### src/rtl/uart_pkg.sv
`default_nettype none
// ============================================================================
// Module      : uart_pkg
// Description : Shared definitions for the UART transmit arbiter and its
//               round-robin selector: default header tag, arbiter state
//               encoding and an index-width helper.
// Revision    : 1.0 - initial release
// ============================================================================
package uart_pkg;

    // Upper nibble of the per-packet source-ID header byte.
    localparam logic [3:0] c_header_tag = 4'hA;

    // Arbiter state encoding.
    typedef enum logic [1:0] {
        IDLE    = 2'd0,
        HEADER  = 2'd1,
        PAYLOAD = 2'd2
    } arb_state_t;

    // Index width for n items, never less than one bit.
    function automatic int clog2_min1(input int n);
        int w;
        w = 1;
        for (int i = 1; i < 32; i++) begin
            if ((1 << i) < n) begin
                w = i + 1;
            end
        end
        return w;
    endfunction

endpackage
`default_nettype wire

### src/rtl/rr_priority_select.sv
`default_nettype none
// ============================================================================
// Module      : rr_priority_select
// Description : Combinational round-robin selector. Scans the request vector
//               starting one position after last_grant, wrapping around, and
//               returns the first asserted index.
// Ports       : req         - request vector, one bit per source
//               last_grant  - index granted most recently
//               winner      - selected index (0 when nothing requests)
//               any_request - at least one request bit is set
// Revision    : 1.0 - initial release
// ============================================================================
module rr_priority_select #(
    parameter int N = 4,
    parameter int W = 2
) (
    input  logic [N-1:0] req,
    input  logic [W-1:0] last_grant,
    output logic [W-1:0] winner,
    output logic         any_request
);

    logic [W-1:0] w_idx;

    // Walk from the farthest offset to the nearest so the nearest asserted
    // request (highest priority) is the final assignment.
    always_comb begin
        winner      = '0;
        w_idx       = '0;
        any_request = |req;
        for (int k = N; k >= 1; k--) begin
            w_idx = W'((int'(last_grant) + k) % N);
            if (req[w_idx]) begin
                winner = w_idx;
            end
        end
    end

endmodule
`default_nettype wire

### src/rtl/uart_tx_arbiter.sv
`default_nettype none
// ============================================================================
// Module      : uart_tx_arbiter
// Description : Shares one UART transmit byte stream among NUM_REQUESTERS
//               packet sources. Round-robin at packet granularity, optional
//               source-ID header byte, forced termination of overlong packets.
// Ports       : clock, reset            - clock, async active-high reset
//               in_data/in_valid/in_last/in_ready - per-requester byte streams
//               out_data/out_valid/out_ready      - to UART transmitter
//               grant    - one-hot owner of current packet, 0 when idle
//               busy     - a packet is in progress
//               overlong - one-cycle pulse after a forced termination
// Revision    : 1.0 - initial release
// ============================================================================
module uart_tx_arbiter
    import uart_pkg::*;
#(
    parameter int         NUM_REQUESTERS   = 4,
    parameter int         HEADER_ENABLE    = 1,
    parameter logic [3:0] HEADER_TAG       = c_header_tag,
    parameter int         MAX_PACKET_BYTES = 64
) (
    input  logic                        clock,
    input  logic                        reset,
    input  logic [8*NUM_REQUESTERS-1:0] in_data,
    input  logic [NUM_REQUESTERS-1:0]   in_valid,
    input  logic [NUM_REQUESTERS-1:0]   in_last,
    output logic [NUM_REQUESTERS-1:0]   in_ready,
    output logic [7:0]                  out_data,
    output logic                        out_valid,
    input  logic                        out_ready,
    output logic [NUM_REQUESTERS-1:0]   grant,
    output logic                        busy,
    output logic                        overlong
);

    localparam int c_idx_w = clog2_min1(NUM_REQUESTERS);

    arb_state_t           r_state,      w_state_nx;
    logic [c_idx_w-1:0]   r_owner,      w_owner_nx;
    logic [c_idx_w-1:0]   r_last_grant, w_last_grant_nx;
    logic [7:0]           r_byte_count, w_byte_count_nx;
    logic                 r_overlong,   w_overlong_nx;

    logic [c_idx_w-1:0]        w_winner;
    logic                      w_any;
    logic [7:0]                w_sel_data;
    logic                      w_sel_valid;
    logic                      w_sel_last;
    logic                      w_xfer;
    logic [7:0]                w_count_inc;
    logic                      w_forced;
    logic [NUM_REQUESTERS-1:0] w_owner_onehot;

    rr_priority_select #(
        .N (NUM_REQUESTERS),
        .W (c_idx_w)
    ) u_rr_select (
        .req         (in_valid),
        .last_grant  (r_last_grant),
        .winner      (w_winner),
        .any_request (w_any)
    );

    // Owner's stream, selected for the zero-latency payload pass-through.
    always_comb begin
        w_sel_data  = 8'd0;
        w_sel_valid = 1'b0;
        w_sel_last  = 1'b0;
        for (int i = 0; i < NUM_REQUESTERS; i++) begin
            if (r_owner == c_idx_w'(i)) begin
                w_sel_data  = in_data[8*i +: 8];
                w_sel_valid = in_valid[i];
                w_sel_last  = in_last[i];
            end
        end
    end

    assign w_xfer         = w_sel_valid && out_ready;
    assign w_count_inc    = r_byte_count + 8'd1;
    assign w_forced       = (w_count_inc == 8'(MAX_PACKET_BYTES));
    assign w_owner_onehot = NUM_REQUESTERS'(1) << r_owner;

    always_ff @(posedge clock or posedge reset) begin
        if (reset) begin
            r_state      <= IDLE;
            r_owner      <= '0;
            r_last_grant <= c_idx_w'(NUM_REQUESTERS - 1);
            r_byte_count <= 8'd0;
            r_overlong   <= 1'b0;
        end else begin
            r_state      <= w_state_nx;
            r_owner      <= w_owner_nx;
            r_last_grant <= w_last_grant_nx;
            r_byte_count <= w_byte_count_nx;
            r_overlong   <= w_overlong_nx;
        end
    end

    always_comb begin
        w_state_nx      = r_state;
        w_owner_nx      = r_owner;
        w_last_grant_nx = r_last_grant;
        w_byte_count_nx = r_byte_count;
        w_overlong_nx   = 1'b0;
        out_data        = 8'd0;
        out_valid       = 1'b0;
        in_ready        = '0;
        case (r_state)
            IDLE: begin
                if (w_any) begin
                    w_owner_nx = w_winner;
                    w_state_nx = (HEADER_ENABLE != 0) ? HEADER : PAYLOAD;
                end
            end
            HEADER: begin
                // Emitted regardless of the owner's current in_valid.
                out_data  = {HEADER_TAG, 4'(r_owner)};
                out_valid = 1'b1;
                if (out_ready) begin
                    w_state_nx = PAYLOAD;
                end
            end
            PAYLOAD: begin
                out_data  = w_sel_data;
                out_valid = w_sel_valid;
                in_ready  = w_owner_onehot & {NUM_REQUESTERS{out_ready}};
                if (w_xfer) begin
                    w_byte_count_nx = w_count_inc;
                    if (w_sel_last || w_forced) begin
                        w_last_grant_nx = r_owner;
                        w_byte_count_nx = 8'd0;
                        w_state_nx      = IDLE;
                        // Only a limit hit without in_last counts as overlong.
                        w_overlong_nx   = !w_sel_last;
                    end
                end
            end
            default: begin
                w_state_nx = IDLE;
            end
        endcase
    end

    assign busy     = (r_state != IDLE);
    assign grant    = busy ? w_owner_onehot : '0;
    assign overlong = r_overlong;

endmodule
`default_nettype wire
### config.mk
export PLATFORM = sky130hd
export DESIGN_NAME = uart_tx_arbiter
export DESIGN_NICKNAME = d
export VERILOG_FILES = /design/src/rtl/uart_pkg.sv /design/src/rtl/rr_priority_select.sv /design/src/rtl/uart_tx_arbiter.sv
export SDC_FILE = /design/constraint.sdc
export NUM_CORES = 1
export LEC_CHECK = 0
export BUFFER_PORTS_ARGS = -buffer_cell sky130_fd_sc_hd__buf_2
export CAP_MARGIN = 15
export CORE_MARGIN = 1
export CORE_UTILIZATION = 45
export CTS_CLUSTER_DIAMETER = 80
export DETAILED_ROUTE_END_ITERATION = 8
export HOLD_SLACK_MARGIN = 0.06
export PLACE_DENSITY = 0.77
export SETUP_SLACK_MARGIN = 0.4
export SLEW_MARGIN = 15
export SYNTH_ARGS = -nofsm -noshare
export SYNTH_HDL_FRONTEND = slang
export SYNTH_SLANG_ARGS = --single-unit
### constraint.sdc
create_clock -name clock -period 2.7 [get_ports clock]
set_clock_uncertainty 0.2 [all_clocks]
set_input_delay 0.27 -clock clock [delete_from_list [all_inputs] [get_ports clock]]
set_output_delay 0.27 -clock clock [all_outputs]
set_load 0.02 [all_outputs]
# Word level (Yosys, flattened, before mapping)
# Cells that the tools add are included.
dict set report word_totals {
  word_cells 82
  inputBits 43
  ff_bits 75
}
dict set report classes {
  muxes 37
  eq_ne 10
  n_bitwise 5
  shifts 1
  reduce_logical 15
  magnitude_cmp 4
  n_addsub 5
}
# op count
set op_table {}
lappend op_table {{32-bit by 3-bit less-than comparator with 1-bit output, second input constant} 4}
lappend op_table {{32-bit 2-to-1 mux} 4}
lappend op_table {{32-bit by 3-bit adder with 32-bit output, second input constant} 2}
lappend op_table {{32-bit by 2-bit equality test with 1-bit output, second input constant} 2}
lappend op_table {{8-bit 2-to-1 mux} 5}
lappend op_table {{32-bit by 2-bit adder with 32-bit output, second input constant} 1}
lappend op_table {{32-bit by 4-bit adder with 32-bit output, second input constant} 1}
lappend op_table {{32-bit by 1-bit equality test with 1-bit output, second input constant} 1}
lappend op_table {{32-bit logical NOT} 1}
lappend op_table {{1-bit by 32-bit left shift with 4-bit output, first input constant} 1}
lappend op_table {{8-bit one-hot mux with 2 select lines} 1}
lappend op_table {{1-bit 2-to-1 mux} 15}
lappend op_table {{8-bit by 1-bit adder with 8-bit output, second input constant} 1}
lappend op_table {{1-bit binary-select mux with 2-bit select} 4}
lappend op_table {{8-bit by 7-bit equality test with 1-bit output, second input constant} 1}
lappend op_table {{2-bit 2-to-1 mux} 4}
lappend op_table {{4-bit 2-to-1 mux} 2}
lappend op_table {{2-bit OR reduction} 4}
lappend op_table {{2-bit inequality test, second input constant} 3}
lappend op_table {{2-bit one-hot mux with 3 select lines} 1}
lappend op_table {{1-bit AND} 4}
lappend op_table {{4-bit AND} 1}
lappend op_table {{2-bit AND reduction} 2}
lappend op_table {{4-bit AND reduction} 1}
lappend op_table {{other kinds (11)} 11}

# Longest topological paths before layout
dict set report depth {
  depth_word 9
  mapped_depth 9
}

# Modules after synthesis
# Synthesis repeated with hierarchy kept, for this count alone.
dict set report unflattened {
  cells_unflattened 381
  hier_area_um2 4210.3
}
# module seq_area_each_um2 cells_each area_each_um2 instances
set by_module_without_submodules {}
lappend by_module_without_submodules {uart_tx_arbiter 1879.3 276 3459.6 1}
lappend by_module_without_submodules {rr_priority_select 0.0 105 750.7 1}

# Worst setup path before layout
# Ideal clock, no wire load.
dict set report synth_path {
  path_kind {register to register}
  start {register r_last_grant[0]}
  end {register r_owner[30]}
  path_stages_with_launch 10
  slack_ns 0.029
  setup_time_ns 0.095
  arrival_time_ns 2.376
  t_required_ns 2.405
  synth_period_minus_slack_ns 2.671
  n_path_buf 2
  path_cell_list {dfstp_2 clkbuf_1 inv_1 ha_1 clkbuf_1 mux2i_1 or4_1 a21oi_1 o21ai_1 o31ai_1}
}
dict set report synth_via {
  elab_chain_cells 7
  word_cells_on_any_way 24
}
# item line_no
set synth_rtl {}
lappend synth_rtl {{from (decl)} uart_tx_arbiter.sv:41} ;# logic [c_idx_w-1:0] r_last_grant, w_last_grant_nx;
lappend synth_rtl {{from (signal assigned)} uart_tx_arbiter.sv:88} ;# r_last_grant <= c_idx_w'(NUM_REQUESTERS - 1);
lappend synth_rtl {{from (signal assigned)} uart_tx_arbiter.sv:94} ;# r_last_grant <= w_last_grant_nx;
lappend synth_rtl {{32-bit by 4-bit adder with 32-bit output} rr_priority_select.sv:32} ;# w_idx = W'((int'(last_grant) + k) % N);
lappend synth_rtl {{1-bit binary-select mux with 2-bit select / 2-bit OR reduction (equally long branches)} --}
lappend synth_rtl {{1-bit 2-to-1 mux (implied by the code) / 1-bit AND (equally long branches)} --}
lappend synth_rtl {{32-bit 2-to-1 mux (3 in a row)} rr_priority_select.sv:33} ;# if (req[w_idx]) begin
lappend synth_rtl {{32-bit 2-to-1 mux (*)} rr_priority_select.sv:33}
lappend synth_rtl {{to (signal assigned)} uart_tx_arbiter.sv:93} ;# r_owner <= w_owner_nx;
lappend synth_rtl {{to (decl)} uart_tx_arbiter.sv:40} ;# logic [c_idx_w-1:0] r_owner, w_owner_nx;
# Mark *: on every way between the ends. The rest lies on a longest branch, timed or not. The select of a mux whose other input is x is not followed.
# A chain may end at the register's enable or synchronous reset.

# Final worst setup path
dict set report layout_path {
  start {register r_byte_count[0]}
  end {register r_byte_count[6]}
}
dict set report layout_via {
  elab_chain_cells 4
}
# item line_no
set layout_rtl {}
lappend layout_rtl {{from (decl)} uart_tx_arbiter.sv:42} ;# logic [7:0] r_byte_count, w_byte_count_nx;
lappend layout_rtl {{from (signal assigned)} uart_tx_arbiter.sv:95} ;# r_byte_count <= w_byte_count_nx;
lappend layout_rtl {{8-bit by 1-bit adder with 8-bit output (*)} uart_tx_arbiter.sv:80} ;# assign w_count_inc = r_byte_count + 8'd1;
lappend layout_rtl {{8-bit by 7-bit equality test with 1-bit output} uart_tx_arbiter.sv:81} ;# assign w_forced = (w_count_inc == 8'(MAX_PACKET_BYTES));
lappend layout_rtl {{1-bit logical OR} uart_tx_arbiter.sv:130} ;# if (w_sel_last || w_forced) begin
lappend layout_rtl {{8-bit 2-to-1 mux (*)} uart_tx_arbiter.sv:130}
# Mark *: on every way between the ends. The rest lies on a longest branch, timed or not.

==> impl_results.md <==
- Status: finished clean
- WL/cell: 15.30 um
- Final Cycle Share: 86.68%
- Internal power: 1.236 mW
- Starting Density: 47.08%
- Synthesis-to-layout area growth: 38.76%
- GP Congestion: 0.8615
- TritonCTS clock tree: done
- Yosys reg bits: 17
- I/O pin count: 62
- Post-synth top flop: dfrtp_1
- Total gr overflow: 0
- Setup-failing EPs final: 0
- DR pass1 iterations: 5
- CTS H-tree lvls: 1
- Fin. max-slew vios: 0
- Post-synth EDFFs: 0
- Post-Syn Area: 1737 um2
- Synth area leader: dfrtp_1
- Type of the worst min-delay path: input pin to register
- VDD IR max: 0.0005556 V
- Placed cells: 316
- Core area: 3689 um2
- Total GRT Usage: 24.20%
- Clock latency on the worst-skew pair: 0.26 ns
- Maxcap violations: 0
- Starting DRT DRC Count: 148
- Fmax: 427.3 MHz
- Final min period: 2.340 ns
- Detailed Place HPWL: 3582 um
- Crit path max fanout: 8
- Sw Share: 46.36%
- Sw Pwr: 1.068 mW
- Share of cells above drive strength 1: 47.60%
- Synth async-reset ratio: 100.0%
- Worst relative slew slack: 55.85%
- CTS max path bufs: 2
- Crit path launch type: register
- Global-route wire length before repair: 7872 um
- Combinational share of power: 72.5%
- Crit path kind: register to register
- Clock sink total: 17
- TritonCTS Buffers: 3
- Fillers: 340
- CTS clk-pin slew, worst paths: 0.07 ns
- Final nets: 345
- Die X: 64.12 um
- Final wirelength: 5201 um
- Synth warn: 0
- Syn_area_per_cell: 8.115 um2
- Initial antenna violation count: 0
- Number of global-route vias before repair: 1770
- Clk root buf: clkbuf_8
- Leakage: 1.114 nW
- Pre-CTS WS: 0.2059 ns
- Pwr Density: 956.1 nW/um2
- Final hold vios: 0
- Most frequent cells in the layout: buf_2, buf_4, o21ai_0, nand2_1, nor2_1
- Placed Area: 2093 um2
- Worst setup margin: 0.3597 ns
- Via density per instance: 5.865
- Register area share after synthesis: 24.64%
- Sequential Power Share: 19.1%
- Die Ht: 64.12 um
- Worst Path Arrival: 2.29 ns
- Most area-consuming cells after synthesis: dfrtp_1, o21ai_0, ha_1, mux2_2, mux2i_1
- Syn Inst Count: 214
- Final ANT Viol Nets: 0
- RSZ-0062 raised after global routing: true
- Largest net degree at the start of global routing: 18
- Hold_ws: 0.2224 ns
- Distinct cells, synth: 53
- ANT cells: 0
- Port Buf Inserts: 61
- Post-synth net total: 266
- Area fraction of the dominant cell type after synthesis: 21.61%
- Non-filler instance count after layout: 340
- Setup TNS: 0 ns
- Row count: 22
- Most common cell after layout, fill and taps aside: buf_2
- DRC viols: 0
- Clock power frac: 8.4%
- Vias: 1994
- Post-route cell area: 2410 um2
- Critical Path RT: 2.65 ns
- Critical Path End Type: register
- Slew @ Worst Pin: 0.6616 ns
- Die ar.: 4111 um2
-- critical path: stages (launching register included) --
cell	delay, ns
dfrtp_2	0.47
ha_4	0.20
xor2_2	0.12
nand4b_1	0.14
a222oi_1	0.44
buf_4	0.23
buf_6	0.12
nor2_1	0.04
a32o_1	0.25
-- what timing repair did --
item | CTS | global route
hold buffers | 1 | 0
setup buffers | 6 | 13
pin swaps | 2 | 2
gates resized for setup | 5 | 28
endpoints found under the hold margin | 15 | 0
endpoints found under the setup margin | 14 | 18
-- through the flow --
step	util, %	total power [mW]
after floorplan	-	1.422
after global placement	56.75	1.729
after detailed placement	56.75	1.757
after CTS	59.80	2.017
after global routing	65.33	2.496
final	65.33	2.304
-- synth_stat cells (4+ instances only) --
| library cell | number |
|---|---|
| inv_1 | 10 |
| mux2_2 | 10 |
| o31ai_1 | 6 |
| nand3_1 | 6 |
| nand2b_1 | 5 |
| ha_1 | 9 |
| a21oi_1 | 8 |
| nor2b_1 | 4 |
| o21ai_0 | 26 |
| mux2i_1 | 6 |
| nor2_1 | 16 |
| nand2_1 | 16 |
| nor3_1 | 5 |
| and2_1 | 4 |
| o22ai_1 | 9 |
| clkbuf_1 | 7 |
| dfrtp_1 | 15 |
-- state kept, by name, indices dropped and copies added (netlist names) --
name	count
r_byte_count	8
r_last_grant	3
r_owner	3
r_state	2
overlong	1
-- cell families after synthesis --
group / synth area share [%]
xor+xnor: 0.5044
buf+inv: 6.124
simple gates: 23.20
fa+ha+maj: 6.484
mux: 13.40
flops: 24.64
compound gates: 25.65
-- power by group through the flow --
stage	Clock (mW)	Combinational [mW]	Sequential (mW)
2_1_floorplan	0	1.03	0.396
3_3_place_gp	0	1.27	0.461
3_5_place_dp	0	1.29	0.462
4_1_cts	0.198	1.37	0.445
5_1_grt	0.216	1.83	0.454
6_report	0.194	1.67	0.439
-- area by class of cell --
cell class | count | area (um2) | share of cell area (%)
clock buffer | 3 | 41.29 | 1.713
clock inverter | 1 | 5.005 | 0.2077
inverter | 10 | 37.54 | 1.558
multi-input combinational | 174 | 1316 | 54.62
sequential | 17 | 434.2 | 18.02
tap | 48 | 60.06 | 2.492
timing repair buffer | 87 | 515.5 | 21.39
-- per-layer routing --
metal  GRT usage [%]  share of wire [%]  routed length [um]
met5               0                  0                   0
met1           30.12                 42                2182
met4           7.778                1.8                  96
met3           3.929                4.1                 212
met2           42.29                 52                2709
-- path summary, 6_finish.rpt --
check | start | end | slack [ns] | depth (start not counted)
worst max-delay path | r_byte_count[0] | r_byte_count[6] | 0.36 | 8
worst min-delay path | in_valid[2] | r_owner[1] | 0.22 | 3
worst max register to register | r_byte_count[0] | r_byte_count[6] | 0.36 | 8
worst min register to register | r_last_grant[30] | r_last_grant[30] | 0.31 | 1
max in group asynchronous | reset | r_owner[1] | 1.38 | 3
min in group asynchronous | reset | r_byte_count[2] | 0.46 | 3
No activity file was read; power rests on OpenSTA's default activity.
